===== config.mk =====
export PLATFORM = sky130hd
export DESIGN_NAME = fifo_sync_level_rx_flat
export DESIGN_NICKNAME = d
export VERILOG_FILES = /design/src/rtl/fifo_sync_level_rx_if.sv /design/src/rtl/fifo_sync_level_rx.sv /design/src/flat_wrapper.sv
export SDC_FILE = /design/constraint.sdc
export NUM_CORES = 1
export LEC_CHECK = 0
export ABC_AREA = 1
export CAP_MARGIN = 30
export CORE_MARGIN = 2
export CORE_UTILIZATION = 55
export DETAILED_ROUTE_END_ITERATION = 10
export PLACE_DENSITY = 0.78
export SKIP_LAST_GASP = 1
export SLEW_MARGIN = 40
export SYNTH_ARGS = -nofsm -noshare
export SYNTH_HDL_FRONTEND = slang
export SYNTH_SLANG_ARGS = --single-unit

===== constraint.sdc =====
create_clock -name clk_rx -period 4.5 [get_ports clk_rx]
set_clock_uncertainty 0.1 [all_clocks]
set_input_delay 0.9 -clock clk_rx [delete_from_list [all_inputs] [get_ports clk_rx]]
set_output_delay 0.9 -clock clk_rx [all_outputs]
set_load 0.1 [all_outputs]

===== src/rtl/fifo_sync_level_rx_if.sv =====
// Read/write handshake bundle between the I2C shift logic, the APB read path and the RX FIFO.
// The master drives the write and read requests; the slave (FIFO) returns the read data.
interface fifo_sync_level_rx_if #(
    parameter int unsigned DATA_WIDTH = 8
);
    logic                  write_en_rx;
    logic [DATA_WIDTH-1:0] write_data_rx;
    logic                  read_en_rx;
    logic [DATA_WIDTH-1:0] read_data_rx;
    logic                  read_valid_rx;

    modport master (
        output write_en_rx,
        output write_data_rx,
        output read_en_rx,
        input  read_data_rx,
        input  read_valid_rx
    );

    modport slave (
        input  write_en_rx,
        input  write_data_rx,
        input  read_en_rx,
        output read_data_rx,
        output read_valid_rx
    );
endinterface


===== src/rtl/fifo_sync_level_rx.sv =====
// Single-clock RX byte FIFO with occupancy level, programmable almost flags,
// flush, sticky overflow/underflow, and standard or fall-through read mode.
module fifo_sync_level_rx #(
    parameter int unsigned DATA_WIDTH = 8,
    parameter int unsigned ADDR_WIDTH = 3,
    parameter int unsigned FWFT       = 0
) (
    input  logic                  clk_rx,
    input  logic                  reset_rx,
    input  logic                  flush_rx,
    fifo_sync_level_rx_if.slave   rx_if,
    input  logic [ADDR_WIDTH:0]   almost_full_thr_rx,
    input  logic [ADDR_WIDTH:0]   almost_empty_thr_rx,
    input  logic                  clear_status_rx,
    output logic                  full_rx,
    output logic                  empty_rx,
    output logic                  almost_full_rx,
    output logic                  almost_empty_rx,
    output logic [ADDR_WIDTH:0]   level_rx,
    output logic                  overflow_rx,
    output logic                  underflow_rx
);
    localparam int unsigned DEPTH = 1 << ADDR_WIDTH;
    localparam int unsigned PTR_W = ADDR_WIDTH + 1;
    localparam int unsigned AW    = (ADDR_WIDTH > 0) ? ADDR_WIDTH : 1;

    logic [DATA_WIDTH-1:0] mem [DEPTH];
    logic [PTR_W-1:0]      wr_ptr;
    logic [PTR_W-1:0]      rd_ptr;
    logic [AW-1:0]         wr_addr;
    logic [AW-1:0]         rd_addr;
    logic                  write_acc;
    logic                  read_acc;
    logic                  overflow_set;
    logic                  underflow_set;
    logic                  unused_ptr_msb;

    // Occupancy flags all derive from the registered level.
    assign full_rx         = (level_rx == PTR_W'(DEPTH));
    assign empty_rx        = (level_rx == '0);
    assign almost_full_rx  = (level_rx >= almost_full_thr_rx);
    assign almost_empty_rx = (level_rx <= almost_empty_thr_rx);

    // Flush drops both requests, so neither is accepted nor flagged.
    assign write_acc     = rx_if.write_en_rx & ~full_rx  & ~flush_rx;
    assign read_acc      = rx_if.read_en_rx  & ~empty_rx & ~flush_rx;
    assign overflow_set  = rx_if.write_en_rx & full_rx   & ~flush_rx;
    assign underflow_set = rx_if.read_en_rx  & empty_rx  & ~flush_rx;

    if (ADDR_WIDTH > 0) begin : g_addr
        assign wr_addr = wr_ptr[AW-1:0];
        assign rd_addr = rd_ptr[AW-1:0];
    end else begin : g_addr_single
        assign wr_addr = '0;
        assign rd_addr = '0;
    end

    // Level is tracked directly, so the pointer MSBs only serve the wrap.
    assign unused_ptr_msb = wr_ptr[PTR_W-1] ^ rd_ptr[PTR_W-1];

    always_ff @(posedge clk_rx) begin
        if (reset_rx) begin
            wr_ptr   <= '0;
            rd_ptr   <= '0;
            level_rx <= '0;
        end else if (flush_rx) begin
            wr_ptr   <= '0;
            rd_ptr   <= '0;
            level_rx <= '0;
        end else begin
            if (write_acc) begin
                wr_ptr <= wr_ptr + PTR_W'(1);
            end
            if (read_acc) begin
                rd_ptr <= rd_ptr + PTR_W'(1);
            end
            case ({write_acc, read_acc})
                2'b10:   level_rx <= level_rx + PTR_W'(1);
                2'b01:   level_rx <= level_rx - PTR_W'(1);
                default: level_rx <= level_rx;
            endcase
        end
    end

    // Storage has no reset; stale words are never exposed as valid.
    always_ff @(posedge clk_rx) begin
        if (!reset_rx && write_acc) begin
            mem[wr_addr] <= rx_if.write_data_rx;
        end
    end

    // Sticky status: a new event in the same cycle overrides a clear.
    always_ff @(posedge clk_rx) begin
        if (reset_rx) begin
            overflow_rx  <= 1'b0;
            underflow_rx <= 1'b0;
        end else begin
            overflow_rx  <= overflow_set  | (overflow_rx  & ~clear_status_rx);
            underflow_rx <= underflow_set | (underflow_rx & ~clear_status_rx);
        end
    end

    if (FWFT == 0) begin : g_std_read
        logic [DATA_WIDTH-1:0] rd_data_q;
        logic                  rd_valid_q;

        always_ff @(posedge clk_rx) begin
            if (reset_rx) begin
                rd_data_q  <= '0;
                rd_valid_q <= 1'b0;
            end else if (flush_rx) begin
                rd_valid_q <= 1'b0;
            end else begin
                rd_valid_q <= read_acc;
                if (read_acc) begin
                    rd_data_q <= mem[rd_addr];
                end
            end
        end

        assign rx_if.read_data_rx  = rd_data_q;
        assign rx_if.read_valid_rx = rd_valid_q;
    end else begin : g_fwft_read
        // Head word is presented continuously; read_en acts as the acknowledge.
        assign rx_if.read_data_rx  = mem[rd_addr];
        assign rx_if.read_valid_rx = ~empty_rx;
    end
endmodule


===== src/flat_wrapper.sv =====
// flat-port wrapper written by rule: the top's interface ports become plain ports
module fifo_sync_level_rx_flat 
#(
    parameter int unsigned DATA_WIDTH = 8,
    parameter int unsigned ADDR_WIDTH = 3,
    parameter int unsigned FWFT       = 0
)
  (clk_rx, reset_rx, flush_rx, almost_full_thr_rx, almost_empty_thr_rx, clear_status_rx, full_rx, empty_rx, almost_full_rx, almost_empty_rx, level_rx, overflow_rx, underflow_rx, rx_if_write_en_rx, rx_if_write_data_rx, rx_if_read_en_rx, rx_if_read_data_rx, rx_if_read_valid_rx);
  fifo_sync_level_rx_if #(.DATA_WIDTH(DATA_WIDTH)) rx_if_i ();
  input  logic clk_rx;
  input  logic reset_rx;
  input  logic flush_rx;
  input  logic [ADDR_WIDTH:0] almost_full_thr_rx;
  input  logic [ADDR_WIDTH:0] almost_empty_thr_rx;
  input  logic clear_status_rx;
  output logic full_rx;
  output logic empty_rx;
  output logic almost_full_rx;
  output logic almost_empty_rx;
  output logic [ADDR_WIDTH:0] level_rx;
  output logic overflow_rx;
  output logic underflow_rx;
  input wire logic [$bits(rx_if_i.write_en_rx)-1:0] rx_if_write_en_rx;
  input wire logic [$bits(rx_if_i.write_data_rx)-1:0] rx_if_write_data_rx;
  input wire logic [$bits(rx_if_i.read_en_rx)-1:0] rx_if_read_en_rx;
  output wire logic [$bits(rx_if_i.read_data_rx)-1:0] rx_if_read_data_rx;
  output wire logic [$bits(rx_if_i.read_valid_rx)-1:0] rx_if_read_valid_rx;
  assign rx_if_i.write_en_rx = rx_if_write_en_rx;
  assign rx_if_i.write_data_rx = rx_if_write_data_rx;
  assign rx_if_i.read_en_rx = rx_if_read_en_rx;
  assign rx_if_read_data_rx = rx_if_i.read_data_rx;
  assign rx_if_read_valid_rx = rx_if_i.read_valid_rx;
  fifo_sync_level_rx #(.DATA_WIDTH(DATA_WIDTH), .ADDR_WIDTH(ADDR_WIDTH), .FWFT(FWFT)) u_core (.clk_rx(clk_rx), .reset_rx(reset_rx), .flush_rx(flush_rx), .rx_if(rx_if_i), .almost_full_thr_rx(almost_full_thr_rx), .almost_empty_thr_rx(almost_empty_thr_rx), .clear_status_rx(clear_status_rx), .full_rx(full_rx), .empty_rx(empty_rx), .almost_full_rx(almost_full_rx), .almost_empty_rx(almost_empty_rx), .level_rx(level_rx), .overflow_rx(overflow_rx), .underflow_rx(underflow_rx));
endmodule

### Word-level counts from Yosys, hierarchy flattened

Memories as Yosys holds them, arrays and structs flattened. A register that Yosys moved wholly into a read port is not among the register bits.
Cells that the tools add are included.

* logic and storage cells: 41
* input port bits: 22
* register bits after elaboration: 15
* memories kept: 1
* output and inout port bits: 19
* RAM bits: 64

Memory list
* u_core.mem: words 8, bits a word 8, read ports 1, clocked after memory_dff 1, wr ports 1, RTL line fifo_sync_level_rx.sv:27 `logic [DATA_WIDTH-1:0] mem [DEPTH];`

* muxes and demuxes: 3
* reductions and logical operators: 6
* equal/unequal tests: 3
* $lt $le $gt $ge: 2
* add/subtract/negate cells: 4
* bitwise operators: 16

Operator list (number)
* adder 4 x 1 -> 4 bit, second input constant: 3
* bitwise AND 1 bit: 10
* one-hot mux 4 bit (2 select lines): 1
* equality test 4 bit, second input constant: 1
* greater-or-equal comparator 4 bit: 1
* <= comparator 4 bit: 1
* zero test 4 bit: 1
* NOT 1 bit: 4
* subtractor 4 x 1 -> 4 bit, second input constant: 1
* equality test 2 x 1 -> 1 bit, second input constant: 1
* equality test 2 bit, second input constant: 1
* 2-to-1 mux 1 bit: 2
* bitwise OR 1 bit: 2
* AND reduction 2 bit: 1
* nonzero test 2 bit: 1
* OR reduction 2 bit: 1
* logical AND 1 bit: 1
* zero test 1 bit: 1

### Logic depth before layout (Yosys ltp)

* depth in word-level cells: 7
* depth in mapped cells: 13
* depth with buffers taken out: 13

### Least setup slack after synthesis

OpenSTA, ideal clock, no wires.

* path type: reg2out
* from: register u_core.level_rx[0]
* to: output port almost_empty_rx
* arrival: 3.770 ns
* stages on the path, launching flop included: 5
* slack: -0.270 ns
* path buffers: 0
* required time: 3.500 ns
* path through: dfxtp_1 > inv_1 > ha_1 > nand2_1 > o21ai_0

* longest elaborated chain between the ends: 1

Ends and longest elaborated chain
* start, declared: RTL line fifo_sync_level_rx.sv:19 `output logic [ADDR_WIDTH:0] level_rx,`
* start signal, assigned: RTL line fifo_sync_level_rx.sv:78 `2'b10: level_rx <= level_rx + PTR_W'(1);`
* start signal, assigned: RTL line fifo_sync_level_rx.sv:79 `2'b01: level_rx <= level_rx - PTR_W'(1);`
* start signal, assigned: RTL line fifo_sync_level_rx.sv:80 `default: level_rx <= level_rx;`
* <= comparator 4 bit: RTL line fifo_sync_level_rx.sv:42 `assign almost_empty_rx = (level_rx <= almost_empty_thr_rx);`
* end, declared: RTL line flat_wrapper.sv:19 `output logic almost_empty_rx;`

No other way between the ends.

### Worst setup path after layout

* from: input port almost_empty_thr_rx[3]
* to: output port almost_empty_rx

* longest elaborated chain between the ends: 1

Ends and longest elaborated chain
* start, declared: RTL line flat_wrapper.sv:14 `input logic [ADDR_WIDTH:0] almost_empty_thr_rx;`
* <= comparator 4 bit: RTL line fifo_sync_level_rx.sv:42

No other way between the ends.

==> results.py <==
metrics = {
    "power": {
        "powerDensity_nw_per_um2": 345,
        "p_leak_nw": 1.96,
        "ir_drop_mv": 0.138,
    },
    "sta": {
        "min_period_ns": 3.34,
        "setup_violations": 0,
        "drv_slew": 0,
        "finalHoldViolations": 0,
        "fmax_mhz": 299,
        "setup_tns_ns": 0,
        "rsz0062_at_grt": "no",
        "period_share": 0.742,
        "worstMarginPinSlew_ns": 0.764,
        "relSlewSlack": 0.490,
    },
    "grt": {
        "overflow": 0,
        "grt_pass1_vias": 2632,
        "grt_pass1_wl_um": 12500,
        "grt_max_degree": 35,
        "antenna_found_initial": 0,
        "grt.total_usage": 0.221,
    },
    "worst_hold_path": {
        "min_path_cells": 2,
        "min_path_type": "reg2reg",
    },
    "yosys": {
        "netlist_top_cells_count": "105 x nand2_1, 73 x inv_1, 64 x edfxtp_1",
        "synth_fp_nets": 445,
        "syn_inst": 409,
        "synthFlopType": "edfxtp_1",
        "ys_seq_area_frac": 0.595,
        "async_reset_ff_frac": 0,
        "synth-edff-count": 64,
        "synth_seq_cells": 85,
        "synth_most_common_cell": "nand2_1",
        "yosys.area.top_type": "edfxtp_1",
        "synth_area_leaders": "edfxtp_1 49%, dfxtp_1 11%, nand2_1 10%, nand3_1 7.1%, inv_1 7.0%",
        "synth_area_um2": 3940,
        "yosysUniqueCellTypes": 34,
        "yosysWarnings": 0,
        "avgSynthCellArea_um2": 9.62,
        "yosys.area.top_type_share": 0.488,
    },
    "cts": {
        "cts_root_buf": "clkbuf_8",
        "tritoncts": "yes",
        "numCtsBuffers": 9,
        "htreeDepth": 3,
        "clock_sinks": 85,
        "post_cts_buffers": 0,
        "path_clk_slew_ns": 0.07,
        "insertion_delay_ns": 0.35,
        "post_cts_resized": 0,
        "ctsLongestPathBuffers": 2,
        "hold_buffers": 0,
    },
    "setup_path": {
        "crit_type": "in2out",
        "cp-start-kind": "primary input",
        "rr_worst_depth": 12,
        "cp_max_fo": 2,
        "endpoint_kind": "output pin",
        "arrival_ns": 2.34,
        "cp_data_required_time_ns": 3.50,
    },
    "placement": {
        "dp_hpwl_um": 5240,
        "port_buffers": 40,
        "routabilityCongestion": 0.743,
        "placed_cells": 534,
    },
    "route": {
        "vias": 2800,
        "via_per_inst": 5.09,
        "wl_um": 7880,
        "drt_pass1_iterations": 5,
        "drc_errors": 0,
        "ant_nets": 0,
        "avgRoutedWirePerCell_um": 14.3,
        "initialDrtViolationCount": 168,
    },
    "die": {
        "ios": 41,
        "row_count": 30,
        "die_x_um": 88.6,
        "core-area_um2": 6870,
        "dieArea_um2": 7850,
        "chipHeight_um": 88.6,
        "initial_core_util": 0.573,
    },
    "layout": {
        "final_layout_size_suffix_gt1_frac": 0.121,
        "fillers": 542,
        "antenna_cells": 0,
        "final_cells": 550,
        "fin_nets": 485,
        "syn_to_final_growth_pct": 14.6,
    },
    "outcome": {
        "status": "finished, final reports clean",
    },
    "job": {
        "max-cap-violations": 0,
    },
}
==> cell type report <==
| type | instances | area [um2] | area share |
|---|---|---|---|
| Tap cell | 96 | 120 | 0.0266 |
| Clock inverter | 1 | 7.51 | 0.00166 |
| Inverter | 78 | 302 | 0.0669 |
| Timing Repair Buffer | 42 | 325 | 0.0721 |
| Sequential cell | 85 | 2340 | 0.520 |
| Clock buffer | 15 | 209 | 0.0463 |
| Multi-Input combinational cell | 233 | 1200 | 0.267 |
==> sequential cells by signal, summed over array words and instances, names as in the netlist <==
signal,count
u_core.mem,64
u_core.rx_if.read_data_rx,8
u_core.level_rx,4
u_core.rd_ptr,3
u_core.wr_ptr,3
u_core.overflow_rx,1
u_core.rx_if.read_valid_rx,1
u_core.underflow_rx,1
==> cell usage in the layout (no fill, tap or decap), types with 2 or more instances in the layout <==
cell type / instances
nand2_1: 105
inv_1: 73
edfxtp_1: 64
nand3_1: 56
clkdlybuf4s50_1: 21
a21oi_1: 20
dfxtp_1: 20
buf_2: 17
ha_1: 13
clkbuf_8: 11
o21ai_0: 9
nor2_1: 6
nor2_2: 6
buf_4: 4
nand3_2: 2
nor3_1: 2
clkbuf_1: 2
clkbuf_16: 2
==> cell families after synthesis <==
group	share of synthesized area
DFF	0.595
adders and majority gates	0.0464
buffers and inverters	0.105
xor gates and xnor gates	0.00223
and+or+nand+nor	0.209
AOI/OAI and AO/OA	0.0423
==> path summary, 6_finish.rpt <==
path,start,end,slack (ns)
worst max-delay path,almost_empty_thr_rx[3],almost_empty_rx,1.16
worst min-delay path,u_core.underflow_rx,u_core.underflow_rx,0.36
worst max register to register,u_core.level_rx[1],u_core.level_rx[3],2.13
worst min register to register,u_core.underflow_rx,u_core.underflow_rx,0.36
==> per-stage QoR <==
| step | worst slack [ns] | cell area, um2 | power, mW | util | hold WS [ns] |
|---|---|---|---|---|---|
| 3_3_place_gp | 1.23 | 4360 | 1.02 | 0.634 | 0.352 |
| 6_report | 1.16 | 4510 | 1.55 | 0.656 | 0.362 |
| 2_1_floorplan | 0.486 | 3940 | 0.974 | - | 0.387 |
| 4_1_cts | 1.17 | 4500 | 1.56 | 0.655 | 0.365 |
| 5_1_grt | 1.07 | 4510 | 1.60 | 0.656 | 0.378 |
| 3_5_place_dp | 1.17 | 4280 | 1.02 | 0.623 | 0.353 |
==> critical path: stages <==
cell and delay (ns):
clkdlybuf4s50_1 0.45, inv_1 0.04, ha_1 0.30, a21oi_1 0.16
o21ai_0 0.10, o21ai_1 0.08, buf_4 0.30
==> per-layer routing <==
| layer | vias up | part of all wire | track usage | wire length, um |
|---|---|---|---|---|
| met5 | - | 0 | 0 | 0 |
| met4 | 0 | 0.029 | 0.0909 | 228 |
| met3 | 17 | 0.043 | 0.0522 | 335 |
| met2 | 64 | 0.49 | 0.366 | 3840 |
| met1 | 1307 | 0.44 | 0.281 | 3470 |
| li1 | 1412 | - | - | - |
==> power breakdown <==
part	internal (mW)	total (mW)	switching [mW]
combinational	0.0423	0.145	0.102
clock	0.299	0.554	0.255
sequential	0.849	0.856	0.00717
(Power assumes the default switching activity.)
